File: src/rtl/fetch_pkg.sv
// Shared constants, queue entry type and counter sizing for the fetch front end.
package fetch_pkg;

    localparam int XLEN_DEF = 64;
    localparam int ILEN_DEF = 32;
    localparam int PC_STEP  = 4;

    // One fetch-queue slot in the default configuration: instruction plus the PC it came from.
    typedef struct packed {
        logic [XLEN_DEF-1:0] pc;
        logic [ILEN_DEF-1:0] instr;
    } fq_entry_t;

    // Counters must hold every value from 0 up to and including depth.
    function automatic int cnt_width(input int depth);
        return $clog2(depth + 1);
    endfunction

endpackage

File: src/rtl/fetch_unit_sync_fifo.sv
// Small synchronous FIFO with flush, used as the fetch queue. Callers
// guarantee it is never pushed when full or popped when empty.
module sync_fifo
    import fetch_pkg::*;
#(
    parameter int WIDTH = $bits(fq_entry_t),
    parameter int DEPTH = 4,
    parameter int CW    = cnt_width(DEPTH)
) (
    input  logic             clock,
    input  logic             reset,
    input  logic             push_i,
    input  logic             pop_i,
    input  logic             flush_i,
    input  logic [WIDTH-1:0] wdata_i,
    output logic [WIDTH-1:0] rdata_o,
    output logic [CW-1:0]    count_o
);

    localparam int AW = (DEPTH > 1) ? $clog2(DEPTH) : 1;

    logic [WIDTH-1:0] mem_q [DEPTH];
    logic [AW-1:0]    wr_ptr_q, wr_ptr_d;
    logic [AW-1:0]    rd_ptr_q, rd_ptr_d;
    logic [CW-1:0]    count_q,  count_d;

    assign rdata_o = mem_q[rd_ptr_q];
    assign count_o = count_q;

    // Storage needs no reset; a flush discards the write along with everything else.
    always_ff @(posedge clock) begin
        if (push_i && !flush_i) begin
            mem_q[wr_ptr_q] <= wdata_i;
        end
    end

    // Next pointers and occupancy; flush wins over any push or pop in the same cycle.
    always_comb begin
        wr_ptr_d = wr_ptr_q;
        rd_ptr_d = rd_ptr_q;
        count_d  = count_q;
        if (flush_i) begin
            wr_ptr_d = '0;
            rd_ptr_d = '0;
            count_d  = '0;
        end else begin
            if (push_i) begin
                wr_ptr_d = wr_ptr_q + AW'(1);
            end
            if (pop_i) begin
                rd_ptr_d = rd_ptr_q + AW'(1);
            end
            case ({push_i, pop_i})
                2'b10:   count_d = count_q + CW'(1);
                2'b01:   count_d = count_q - CW'(1);
                default: count_d = count_q;
            endcase
        end
    end

    // Pointer and occupancy registers.
    always_ff @(posedge clock or negedge reset) begin
        if (!reset) begin
            wr_ptr_q <= '0;
            rd_ptr_q <= '0;
            count_q  <= '0;
        end else begin
            wr_ptr_q <= wr_ptr_d;
            rd_ptr_q <= rd_ptr_d;
            count_q  <= count_d;
        end
    end

endmodule

File: src/rtl/fetch_unit.sv
// Decoupled instruction-fetch stage: credit-limited in-order requests, a
// fetch queue of returned instructions, and redirect handling that flushes
// the queue and throws away responses to requests issued before the redirect.
module fetch_unit
    import fetch_pkg::*;
#(
    parameter int              XLEN     = XLEN_DEF,
    parameter int              ILEN     = ILEN_DEF,
    parameter int              FQ_DEPTH = 4,
    parameter logic [XLEN-1:0] RESET_PC = '0
) (
    input  logic            clock,
    input  logic            reset,
    output logic            imem_req_valid,
    input  logic            imem_req_ready,
    output logic [XLEN-1:0] imem_req_addr,
    input  logic            imem_rsp_valid,
    input  logic [ILEN-1:0] imem_rsp_data,
    input  logic            redirect_valid,
    input  logic [XLEN-1:0] redirect_pc,
    output logic            fq_valid,
    input  logic            fq_ready,
    output logic [XLEN-1:0] fq_pc,
    output logic [ILEN-1:0] fq_instr
);

    localparam int CW = cnt_width(FQ_DEPTH);

    // Same shape as fq_entry_t, but sized from this instance's parameters.
    typedef struct packed {
        logic [XLEN-1:0] pc;
        logic [ILEN-1:0] instr;
    } entry_t;

    logic [XLEN-1:0] pc_q, pc_d;
    logic [XLEN-1:0] rsp_pc_q, rsp_pc_d;
    logic [CW-1:0]   inflight_q, inflight_d;
    logic [CW-1:0]   drop_q, drop_d;
    logic [CW-1:0]   count;
    logic [CW:0]     occupied;
    logic [XLEN-1:0] redirect_tgt;
    logic            req_fire;
    logic            rsp_keep;
    logic            fq_pop;
    entry_t          push_entry;
    entry_t          head_entry;

    // A request may issue only while queued plus outstanding entries leave room for
    // its response; this is what makes queue overflow impossible.
    assign occupied       = {1'b0, count} + {1'b0, inflight_q};
    assign imem_req_valid = reset & ~redirect_valid & (occupied < (CW+1)'(FQ_DEPTH));
    assign imem_req_addr  = pc_q;
    assign req_fire       = imem_req_valid & imem_req_ready;

    assign redirect_tgt = {redirect_pc[XLEN-1:2], 2'b00};
    assign rsp_keep     = imem_rsp_valid & ~redirect_valid & (drop_q == '0);
    assign fq_valid     = (count != '0);
    assign fq_pop       = fq_valid & fq_ready & ~redirect_valid;

    assign push_entry = '{pc: rsp_pc_q, instr: imem_rsp_data};
    assign fq_pc      = head_entry.pc;
    assign fq_instr   = head_entry.instr;

    sync_fifo #(
        .WIDTH ($bits(entry_t)),
        .DEPTH (FQ_DEPTH),
        .CW    (CW)
    ) u_fq (
        .clock   (clock),
        .reset   (reset),
        .push_i  (rsp_keep),
        .pop_i   (fq_pop),
        .flush_i (redirect_valid),
        .wdata_i (push_entry),
        .rdata_o (head_entry),
        .count_o (count)
    );

    // PC, credit and drop bookkeeping; a redirect dooms every outstanding response.
    always_comb begin
        pc_d       = pc_q;
        rsp_pc_d   = rsp_pc_q;
        inflight_d = inflight_q + CW'(req_fire) - CW'(imem_rsp_valid);
        drop_d     = drop_q;
        if (redirect_valid) begin
            pc_d     = redirect_tgt;
            rsp_pc_d = redirect_tgt;
            drop_d   = inflight_q - CW'(imem_rsp_valid);
        end else begin
            if (req_fire) begin
                pc_d = pc_q + XLEN'(PC_STEP);
            end
            if (rsp_keep) begin
                rsp_pc_d = rsp_pc_q + XLEN'(PC_STEP);
            end
            if (imem_rsp_valid && (drop_q != '0)) begin
                drop_d = drop_q - CW'(1);
            end
        end
    end

    // Fetch-state registers.
    always_ff @(posedge clock or negedge reset) begin
        if (!reset) begin
            pc_q       <= RESET_PC;
            rsp_pc_q   <= RESET_PC;
            inflight_q <= '0;
            drop_q     <= '0;
        end else begin
            pc_q       <= pc_d;
            rsp_pc_q   <= rsp_pc_d;
            inflight_q <= inflight_d;
            drop_q     <= drop_d;
        end
    end

endmodule
File: config.mk
export PLATFORM = sky130hd
export DESIGN_NAME = fetch_unit
export DESIGN_NICKNAME = d
export VERILOG_FILES = /design/src/rtl/fetch_pkg.sv /design/src/rtl/fetch_unit_sync_fifo.sv /design/src/rtl/fetch_unit.sv
export SDC_FILE = /design/constraint.sdc
export NUM_CORES = 1
export LEC_CHECK = 0
export CAP_MARGIN = 20
export CORE_AREA = 2 2 206 208
export CTS_CLUSTER_SIZE = 12
export DETAILED_ROUTE_END_ITERATION = 16
export DIE_AREA = 0 0 208 210
export DONT_BUFFER_PORTS = 1
export GPL_TIMING_DRIVEN = 0
export PLACE_DENSITY = 0.68
export SLEW_MARGIN = 25
export SYNTH_ARGS = -nofsm -noshare
export SYNTH_HDL_FRONTEND = slang
export SYNTH_SLANG_ARGS = --single-unit
File: constraint.sdc
create_clock -name clock -period 6.2 [get_ports clock]
set_input_delay 1.24 -clock clock [delete_from_list [all_inputs] [get_ports clock]]
set_output_delay 1.24 -clock clock [all_outputs]
set_load 0.03 [all_outputs]
Word-level counts from Yosys, hierarchy flattened
Memory sizes are Yosys's and may differ from the RTL's. Index checks and enable logic that the tools add are counted.

Memories kept: 1. Input bits: 102. Bits in writable memories: 384. Word-level logic and storage cells: 55. Flip-flop bits (word level): 141.

Eq/ne operators: 2. Bitwise gates (word level): 8. Multiplexer cells: 14. $lt $le $gt $ge: 1. Reduce and logical (&&, ||, !) cells: 11. $add $sub $neg: 11.

Memory list: u_fq.mem_q (depth 4, width 96, read ports 1, clocked after Yosys merged registers in 0, write ports 1, line fetch_unit_sync_fifo.sv:22) `logic [WIDTH-1:0] mem_q [DEPTH];`.

Operators with widths (number): 2-to-1 mux 64 bit (4); adder 64 x 3 -> 64 bit, second input constant (2); 2-to-1 mux 3 bit (3); nonzero test 3 bit (3); 2-to-1 mux 2 bit (4); nonzero test 2 bit (4); AND 1 bit (7); case mux 3 bit (2 select lines) (1); subtractor 3 x 1 -> 3 bit (2); subtractor 3 x 1 -> 3 bit, second input constant (2); adder 2 x 1 -> 2 bit, second input constant (2); adder 3 x 3 -> 4 bit (1); < comparator 4 x 3 -> 1 bit, second input constant (1); adder 3 x 1 -> 3 bit (1); adder 3 x 1 -> 3 bit, second input constant (1); zero test 3 bit (1); equality test 2 x 1 -> 1 bit, second input constant (1); equality test 2 bit, second input constant (1); logical AND 1 bit (2); 2-to-1 mux 1 bit (2); zero test 1 bit (1); NOT 1 bit (1).

Depth between registers and ports, before layout
Gate-level depths: netlist of the first run.

Depth in word-level cells: 6. Gate-level depth with buffers: 14. Depth with buffers taken out: 11.

Hierarchy
From an unflattened synthesis of the first run, not the netlist that was laid out.

Cells, all modules: 1472. Area, all modules: 22381.5 um^2.

Modules (own cells, without submodules): sync_fifo (instances 1, area each 14257.4 um^2, cells an instance 543); fetch_unit (instances 1, area each 8124.0 um^2, cells an instance 929).

Worst setup path before layout of the first run
No wires, ideal clock.

Path kind: input -> register. Start point: input port redirect_valid. End point: memory u_fq.mem_q[0][0] (netlist bit), enable pin. Arrival time: 4.163 ns. Stages: 4. Required time: 5.736 ns. Buffers on the path: 2. Setup slack: 1.573 ns. Cell sequence: inv_1 > clkbuf_1 > clkbuf_1 > and3_1.

Word-level cells in the longest chain between the ends: 6.

RTL lines: start, declared (line fetch_unit.sv:19) `input logic redirect_valid,`; NOT 1 bit (line fetch_unit.sv:56) `assign rsp_keep = imem_rsp_valid & ~redirect_valid & (drop_q == '0);`; AND 1 bit (2 in series) (line fetch_unit.sv:56); logical AND 1 bit (*) (line fetch_unit_sync_fifo.sv:32) `if (push_i && !flush_i) begin`; 2-to-1 mux 1 bit (*) (line fetch_unit_sync_fifo.sv:32); 2-to-1 mux 1 bit (implied by the code) (*) (line fetch_unit_sync_fifo.sv:33) `mem_q[wr_ptr_q] <= wdata_i;`; end, declared (line fetch_unit_sync_fifo.sv:22).

Every way passes the cells marked *; elsewhere a longest branch is shown, timed or not.

Worst setup path in the final report of the first run
Start point: register u_fq.rd_ptr_q[0]. End point: output port fq_pc[58].

Word-level cells in the longest chain between the ends: 1.

RTL lines: start, declared (line fetch_unit_sync_fifo.sv:24) `logic [AW-1:0] rd_ptr_q, rd_ptr_d;`; start signal, assigned (line fetch_unit_sync_fifo.sv:69) `rd_ptr_q <= rd_ptr_d;`; memory read (4 x 96 bit); end, declared (line fetch_unit.sv:23) `output logic [XLEN-1:0] fq_pc,`.

No other way between the ends.

==> results of run 1 <==
==> logic make-up (layout without fill, tap and decap cells) <==
family | Yosys count | after routing | share of synthesized area [%]
multiplexers | 119 | 119 | 11.0
other | 1 | 10 | 0.0172
AND/OR/NAND/NOR | 453 | 453 | 11.0
adder cells (fa/ha/maj) | 16 | 16 | 0.988
buffers and inverters | 86 | 190 | 1.71
flip-flops | 513 | 513 | 67.6
AO/OA/AOI/OAI | 154 | 154 | 4.41
XOR/XNOR | 82 | 82 | 3.30
==> registers in the layout, indices dropped and copies added (netlist names) <==
register and count:
u_fq.mem_q 376, u_fq.count_o 3, drop_q 3, rsp_pc_q 62, u_fq.wr_ptr_q 2, inflight_q 3, u_fq.rd_ptr_q 2, imem_req_addr 62
==> where the power goes <==
part	internal, mW	switching [mW]
Clock	1.71	1.28
Combinational	0.581	1.07
Sequential	3.91	0.369
==> worst paths after layout <==
check,from,endpoint,slack [ps],cells after the start
worst max-delay path,u_fq.rd_ptr_q[0],fq_pc[58],1670,4
worst min register to register,rsp_pc_q[62],u_fq.mem_q[1][94],550,0
max in group asynchronous,reset,rsp_pc_q[26],5560,0
worst max register to register,inflight_q[1],inflight_q[2],2230,14
worst min-delay path,reset,imem_req_addr[8],340,0
min in group clock,rsp_pc_q[62],u_fq.mem_q[1][94],550,0
==> cell usage in the layout, fill, tap and decap left out, types with 8 or more instances in the layout <==
| cell type | count |
|---|---|
| and3_1 | 19 |
| or3_1 | 12 |
| clkbuf_1 | 62 |
| ha_1 | 14 |
| inv_1 | 25 |
| a31oi_1 | 9 |
| buf_1 | 8 |
| o211ai_1 | 23 |
| o311ai_0 | 13 |
| clkbuf_16 | 55 |
| and2_1 | 11 |
| dfrtp_1 | 137 |
| mux2_2 | 21 |
| nand4_1 | 46 |
| nor2_1 | 51 |
| nand2_1 | 147 |
| o21ai_0 | 74 |
| xnor2_1 | 50 |
| nand3_1 | 70 |
| nor4_1 | 17 |
| nor3_1 | 27 |
| xor2_1 | 32 |
| buf_12 | 8 |
| mux4_2 | 94 |
| edfxtp_1 | 376 |
| a21oi_1 | 14 |
==> cells in the mapped netlist, types with 27 or more instances <==
cell	instances	share of area (%)
nand2_1	147	2.5
xor2_1	32	1.3
xnor2_1	50	2.0
nand3_1	70	1.6
dfrtp_1	137	16
clkbuf_1	38	0.65
nor3_1	27	0.62
edfxtp_1	376	52
nand4_1	46	1.3
mux4_2	94	9.7
o21ai_0	74	1.7
nor2_1	51	0.88
==> worst register-to-register path: stages, from the launching register on <==
cell	delay, ps
dfrtp_1	450
ha_1	310
nand3_1	80
and4_1	200
buf_2	220
inv_2	190
clkbuf_1	500
clkbuf_1	660
ha_1	360
inv_1	50
ha_1	130
inv_1	50
fa_1	370
xnor2_1	190
xnor2_1	130
==> stage by stage <==
stage                     worst slack (ps)  hold WS, ps  utilization, %  TNS [ps]
after floorplan                       1570          476               -         0
after global placement                -715          530            54.2   -263290
after detailed placement              1850          537            54.6         0
after CTS                             1500          312            58.5         0
after global routing                  1410          320            58.5         0
final                                 1670          338            58.5         0
==> layout make-up <==
| type | count | area [µm²] |
|---|---|---|
| diodes | 6 | 15.0 |
| plain buffers | 60 | 277 |
| clock buffers | 82 | 1510 |
| clock inverters | 14 | 103 |
| fillers | 3208 | 17200 |
| inverters | 26 | 97.6 |
| multi-input cells | 828 | 6730 |
| flip-flops and latches | 513 | 14700 |
| well taps | 539 | 674 |
| repair buffers | 8 | 160 |
==> routing by layer <==
metal  global-route usage [%]  vias up
met1                     37.4     6641
met3                     5.41      113
met4                     9.07        0
li1                         -     5683
met2                     40.2      608
met5                        0        -
==> reports/metrics.cfg, run 1 <==
[logic_synthesis]
ys_types=69
synth_ff_type=edfxtp_1
synth-seq-cells=513
netlist_area_mm2=0.0218
ys_warn_count=0
synth_cells=1424
syn_avg_cell_area_um2=15.3
async_reset_ff_share_pct=26.7
synth_edf_count=376
synth_seq_area_share_pct=67.6

[clock_tree]
cts.root.buffer_cell=clkbuf_16
hold_buffers=0
clk_pin_slew_ps=60
cts_buffer_depth=3
clock_latency_ps=600
cts_tree=yes
cts_max_level=2
numClockSinks=513
ctsResizeCount=0
postCtsSetupRepairBufs=0
numCtsBuffers=53

[setup_path]
cp_max_fo=10
end_kind=output port
cp.required_ps=4960
start_kind=flip-flop
path_delay_family=buffers and inverters
crit_type=flip-flop to output port
path_cells=clkbuf_1 -> buf_2 -> buf_1 -> mux4_2
cp_slowest_stage_delay_ps=730
cp.arrival_ps=3290
critPathSlowestCell=mux4_2
path_buf_inv=3

[power]
ir_drop_v=0.000200
power_mw=8.92
powerDensity_mw_per_mm2=367
leakage_nw=8.00

[route]
via_count=13000
drc=0
wl_met1_um=24100
highest_layer=met4
drt_iter0_drc=1363
wirelength_um=57100
dr.pass1.iters=5
dr_wl_met2_um=26800
post_drt_wl_per_cell_um=27.5
dr_wl_met3_um=4550
final_antenna_net_count=0
avgViaCountPerCell=6.28

[global_routing]
grt_max_degree=140
antenna_found_initial=6
grt_pass1_vias=12700
grt.overflow.total=0
grt_pass1_wl_um=84200
grtUsageTotal_pct=26.1

[finish]
syn_to_final_growth_pct=11.5
layout.cells.non_filler=2076
nNetsFinal=1608
design_area_mm2=0.0243
drive_above_1_share_pct=15.5

[floorplanning]
num_rows=75
core_mm2=0.0415
die-area_mm2=0.0437
fp.dieH_um=210
dieWidth_um=208
boundaryPins=264
initial_core_util_pct=52.5

[timing]
min_period_ps=4530
fmax_mhz=221
skew_ps=27.4
setup_violations=0
finalCritPeriodShare_pct=73.0
slew_violations=0
hold_viol=0
rsz0062_at_grt=false
slew_headroom_pct=32.2
worst_slew_pin_slew_ps=1010

[place]
portBuffers=0
gp_congestion=0.966
dp.cells=1974
place_area_mm2=0.0227
hpwl_um=40100

[min_path]
hold_class=input port to async pin

[run_status]
outcome=completed

[run]
cap_violations=0

(Power assumes the default switching activity.)
==> run 2: changes to the inputs <==
- PLACE_DENSITY: 0.68 -> 0.7
- clock period: 6.2 -> 3.7 ns (I/O delays scaled with it)
==> run 2 against run 1 <==
Effect of this change: the run now ends with negative hold slack left; utilization increased by 0.097 points; count of clock-buffer cells in the layout down 4; design area is 0.17% higher; sequential power up 68%; largest power group unchanged.
==> reports/metrics.cfg, run 2 (same netlist as run 1, synthesis figures left out) <==
[run_status]
outcome=finished with violations
violations=negative hold slack

[timing]
rsz0062_at_grt=false
slew_violations=0  ; unchanged
fmax_mhz=284
slew_headroom_pct=34.7  ; +2.5 points
finalCritPeriodShare_pct=95.0
min_period_ps=3520
skew_ps=29.8  ; +2.35 ps
hold_viol=137  ; +137
setup_violations=0  ; unchanged
hold-worst-slack_ps=-180  ; -518 ps
worst_slew_pin_slew_ps=970  ; -37.2 ps

[route]
dr.pass1.iters=5  ; unchanged
wirelength_um=57200  ; about the same
drt_iter0_drc=1368  ; +0.37%
final_antenna_net_count=0  ; unchanged
avgViaCountPerCell=6.33  ; +0.73%
via_count=13100  ; +0.44%
post_drt_wl_per_cell_um=27.6  ; +0.36%
drc=0  ; unchanged

[place]
place_area_mm2=0.0227  ; unchanged
portBuffers=0  ; unchanged
gp_congestion=0.973  ; +0.77%
hpwl_um=40300  ; +0.53%

[global_routing]
grtUsageTotal_pct=26.4  ; +0.30 points
grt.overflow.total=0  ; unchanged
grt_pass1_vias=13000  ; +2.9%
antenna_found_initial=4  ; -2
grt_pass1_wl_um=85400  ; +1.4%
grt_max_degree=140  ; unchanged

[clock_tree]
numClockSinks=513  ; unchanged
cts_max_level=2  ; unchanged
cts_tree=yes
cts.root.buffer_cell=clkbuf_16
numCtsBuffers=53  ; unchanged
clk_pin_slew_ps=60  ; about the same
clock_latency_ps=610  ; about the same
cts_buffer_depth=3  ; unchanged
postCtsSetupRepairBufs=0  ; unchanged

[min_path]
hold_class=input port to async pin

[setup_path]
reg2reg_slack_ps=290  ; -1940 ps
critPathLaunch=u_fq.rd_ptr_q[0]
crit_type=flip-flop to output port
end_kind=output port
cp_max_fo=10  ; unchanged
r2r_start=inflight_q[2]
endpoint=fq_pc[56]
cp.required_ps=2960  ; -2000 ps
reg2regPathDepth=13  ; -1
rr_endpoint=inflight_q[2]
cp.arrival_ps=2780  ; -510 ps
start_kind=flip-flop

[finish]
nNetsFinal=1606  ; -0.12%
fin_util_pct=58.6  ; +0.097 points
final_cell_mix=edfxtp_1, nand2_1, dfrtp_1, mux4_2, o21ai_0
seq_area_mm2=0.0147  ; unchanged
regMostFlops=u_fq.mem_q
largest_reg_flops=376  ; unchanged
mostFrequentLayoutCell=edfxtp_1
syn_to_final_growth_pct=11.7
n_fill_cell=3209  ; +0.031%
multi_input_area_mm2=0.00673  ; unchanged
design_area_mm2=0.0243  ; +0.17%
drive_above_1_share_pct=16.0  ; +0.50 points

[power]
powerDensity_mw_per_mm2=619  ; +69%
ir_drop_v=0.000319  ; +59%
power_mw=15.1  ; +69%
leakage_nw=8.03  ; +0.48%

[floorplanning]
fp.dieH_um=210  ; unchanged
initial_core_util_pct=52.5  ; unchanged
boundaryPins=264  ; unchanged
dieWidth_um=208  ; unchanged
die-area_mm2=0.0437  ; unchanged
num_rows=75  ; unchanged
core_mm2=0.0415  ; unchanged

[run]
cap_violations=0  ; unchanged

[run 2: cell count changes in the layout (fill, tap and decap cells not counted), sizes merged, moves of 2 or more]
cell and delta:
clkinv +2, diode -2, clkbuf -5, buf -2, bufinv +2
[run 2: cell type report]
class                      instances  share of cell area [%]
tap                              539                    2.77
timing repair buffer               8                   0.659
inverter                          26                   0.401
antenna                            4                  0.0412
sequential                       513                    60.5
multi-input combinational        828                    27.7
clock inverter                    16                   0.638
buffer                            58                    1.17
clock buffer                      78                    6.14
[run 2: repair_timing]
item	CTS	global route
gates resized for setup	7	1
endpoints found under the hold margin	137	137
setup endpoints to repair	70	2
[run 2: metrics by stage]
stage | setup TNS (ps) | setup WS [ps] | std cells
after detailed placement | -293 | -221 | 1974
after global routing | 0 | 28.1 | 2070
final | 0 | 185 | 2070
after global placement | -323700 | -866 | 1966
after CTS | 0 | 2.26 | 2067
after floorplan | 0 | 615 | 1427
[run 2: worst max-delay path, stage by stage (launching register included)]
cell	delay, ps
dfrtp_1	640
buf_4	330
clkdlybuf4s18_2	500
mux4_2	690
[run 2: worst min path at each step]
stage	endpoint	slack, ps	depth (start not counted)
6_report	imem_req_addr[6]	-180	0
5_1_grt	rsp_pc_q[10]	-200	0
4_1_cts	imem_req_addr[3]	-200	0
3_5_place_dp	imem_req_addr[10]	450	0
3_3_place_gp	imem_req_addr[8]	450	0
2_1_floorplan	drop_q[0]	440	0
[run 2: metal layers]
layer / up-vias / part of all wire (%) / track usage (%)
li1: 5662 / - / -
met1: 6666 / 41 / 36.9
met2: 671 / 47 / 40.1
met3: 103 / 9.5 / 7.69
met4: 0 / 2.9 / 8.88
met5: - / 0 / 0
[run 2: report_power, final]
group | leakage (nW) | switching [mW] | internal [mW]
registers | 5.06 | 0.631 | 6.56
logic | 2.18 | 1.78 | 0.980
clock network | 0.801 | 2.13 | 2.98
total | 8.03 | 4.54 | 10.5
==> run 3: changes to the inputs <==
- CORE_AREA: 2 2 206 208 -> 2 2 224 226
- DIE_AREA: 0 0 208 210 -> 0 0 226 228
- PLACE_DENSITY: 0.7 -> default
==> run 3 against run 2 <==
Effect of this change: clock power grew 2%; largest power group unchanged; sequential share of layout area shrank 0.70 points; via count shrank 0.53%; cell count grew 6.9%; flip-flop and latch count is the same; non-clock buffer count is the same; sequential power is essentially flat; largest cell class unchanged; critical endpoint is now fq_pc[58]; hold slack gained 15 ps; count of clock-buffer cells in the layout grew 12; maximum frequency shrank 1.1%; the run still ends with negative hold slack left.
==> reports/metrics.cfg, run 3 (same netlist as run 1, synthesis figures left out) <==
[clock_tree]
postCtsSetupRepairBufs=0  ; unchanged
cts_max_level=2  ; unchanged
numClockSinks=513  ; unchanged
clk_pin_slew_ps=60  ; about the same
numCtsBuffers=54  ; +1.9%
cts_tree=yes
cts_buffer_depth=3  ; unchanged
clock_latency_ps=620  ; about the same
cts.root.buffer_cell=clkbuf_16

[place]
pre_cts_slack_ps=-338  ; -117 ps
dp.cells=2107  ; +6.7%
gp_congestion=0.920  ; -5.5%
portBuffers=0  ; unchanged
hpwl_um=42100  ; +4.5%
place_area_mm2=0.0228  ; +0.87%

[power]
leakage_nw=8.09  ; +0.65%
powerDensity_mw_per_mm2=618  ; -0.17%
swShare_pct=30.6  ; +0.50 points
ir_drop_v=0.000288  ; -9.7%
internal_power_mw=10.6  ; +0.29%
p_sw_mw=4.66  ; +2.7%
power_frac_clock_pct=34.4  ; +0.4 points
p_seq_share_pct=47.4  ; -0.3 points
combPwrFrac_pct=18.3  ; about the same

[floorplanning]
core_mm2=0.0493  ; +19%
die-area_mm2=0.0515  ; +18%
num_rows=82  ; +9.3%
initial_core_util_pct=44.1  ; -8.4 points
dieWidth_um=226  ; +8.7%
boundaryPins=264  ; unchanged
fp.dieH_um=228  ; +8.6%

[route]
avgViaCountPerCell=5.89  ; -7.0%
wirelength_um=60200  ; +5.3%
post_drt_wl_per_cell_um=27.2  ; -1.5%
drc=0  ; unchanged
final_antenna_net_count=0  ; unchanged
via_count=13000  ; -0.53%
drt_iter0_drc=1080  ; -21%
dr.pass1.iters=5  ; unchanged

[setup_path]
start_kind=flip-flop
end_kind=output port
crit_type=flip-flop to output port
cp_slowest_stage_delay_ps=700  ; about the same
cp_max_fo=10  ; unchanged
path_cells=buf_2 -> clkdlybuf4s15_2 -> mux4_2
endpoint=fq_pc[58]
critPathSlowestCell=mux4_2
rr_endpoint=inflight_q[2]
r2r_start=inflight_q[2]
cp.arrival_ps=2810  ; +30 ps
cp.required_ps=2960  ; about the same
reg2regPathDepth=13  ; unchanged
critPathLaunch=u_fq.rd_ptr_q[0]
reg2reg_slack_ps=290  ; about the same

[timing]
fmax_mhz=281  ; -1.1%
setup_ws_ps=146  ; -38.4 ps
min_period_ps=3550  ; +38.4 ps
finalCritPeriodShare_pct=96.0  ; +1.0 points
skew_ps=40.0  ; +10.2 ps
slew_headroom_pct=27.1  ; -7.6 points
hold_viol=137  ; unchanged
rsz0062_at_grt=false
worst_slew_pin_slew_ps=1090  ; +123 ps
slew_violations=0  ; unchanged
hold-worst-slack_ps=-165  ; +15.0 ps
setup_violations=0  ; unchanged

[finish]
final_cell_mix=edfxtp_1, nand2_1, dfrtp_1, mux4_2, o21ai_0
largest_reg_flops=376  ; unchanged
drive_above_1_share_pct=16.9  ; +0.84 points
multi_input_area_mm2=0.00673  ; about the same
nNetsFinal=1607  ; +0.062%
syn_to_final_growth_pct=13.0
n_fill_cell=4184  ; +30%
fin_util_pct=49.9  ; -8.8 points
seq_area_mm2=0.0147  ; about the same
regMostFlops=u_fq.mem_q
layout.cells.non_filler=2213  ; +6.9%
mostFrequentLayoutCell=edfxtp_1
design_area_mm2=0.0246  ; +1.2%

[global_routing]
grt_max_degree=140  ; unchanged
grtUsageTotal_pct=23.5  ; -2.9 points
grt_pass1_vias=12800  ; -2.1%
antenna_found_initial=9  ; +5
grt.overflow.total=0  ; unchanged
grt_pass1_wl_um=87900  ; +2.9%

[min_path]
hold_class=input port to async pin

[run_status]
violations=negative hold slack
outcome=finished with violations

[run]
cap_violations=0  ; unchanged

-- run 3: cell count changes in the layout (fill, tap and decap cells not counted), sizes merged, moves of 2 or more --
cell and change:
inv +2, bufinv -3, diode +3, clkinv -6, clkinvlp +2, clkbuf +11
-- run 3: power groups by stage --
stage | clock [mW] | sequential [mW] | combinational [mW]
3_3_place_gp | 0 | 7.28 | 2.79
2_1_floorplan | 0 | 7.12 | 2.27
3_5_place_dp | 0 | 7.29 | 2.84
4_1_cts | 5.35 | 7.20 | 2.82
5_1_grt | 5.58 | 7.25 | 2.99
6_report | 5.23 | 7.21 | 2.78
-- run 3: per-layer routing --
metal | track usage, % | wire length [µm] | vias to the layer above
met5 | 0 | 13 | -
met2 | 36.3 | 28000 | 553
met1 | 32.2 | 25200 | 6669
li1 | - | - | 5698
met3 | 6.27 | 5180 | 111
met4 | 8.24 | 1870 | 2
-- run 3: worst max-delay path: cells and delay by family, from the launching register on --
kind	cells	cell delay (ps)
flip-flops	1	560
buffers and inverters	2	920
multiplexers	1	700
-- run 3: metrics by stage --
stage | total power [mW] | setup TNS [ps]
floorplan | 9.38 | 0
global placement | 10.1 | -351520
detailed placement | 10.1 | -527
CTS | 15.4 | 0
global route | 15.8 | 0
finish | 15.2 | 0
-- run 3: cell type report --
cell class | instances | share of cell area [%]
flip-flops and latches | 513 | 59.8
multi-input cells | 828 | 27.4
clock buffers | 90 | 6.66
well taps | 672 | 3.42
plain buffers | 58 | 1.16
repair buffers | 8 | 0.773
inverters | 26 | 0.397
clock inverters | 11 | 0.341
diodes | 7 | 0.0712
-- run 3: repair_timing --
item                                   CTS  global route
cloned                                   0             0
setup endpoints to repair               90             6
resized for setup                        9             2
endpoints found under the hold margin  137           137
-- run 3: worst min-delay path by stage --
stage / slack (ps) / start / cells past startpoint / endpoint
global placement: 450 / reset / 0 / imem_req_addr[8]
floorplan: 440 / reset / 0 / drop_q[0]
finish: -160 / reset / 0 / imem_req_addr[8]
detailed placement: 450 / reset / 0 / rsp_pc_q[9]
global route: -200 / reset / 0 / rsp_pc_q[29]
CTS: -220 / reset / 0 / rsp_pc_q[29]
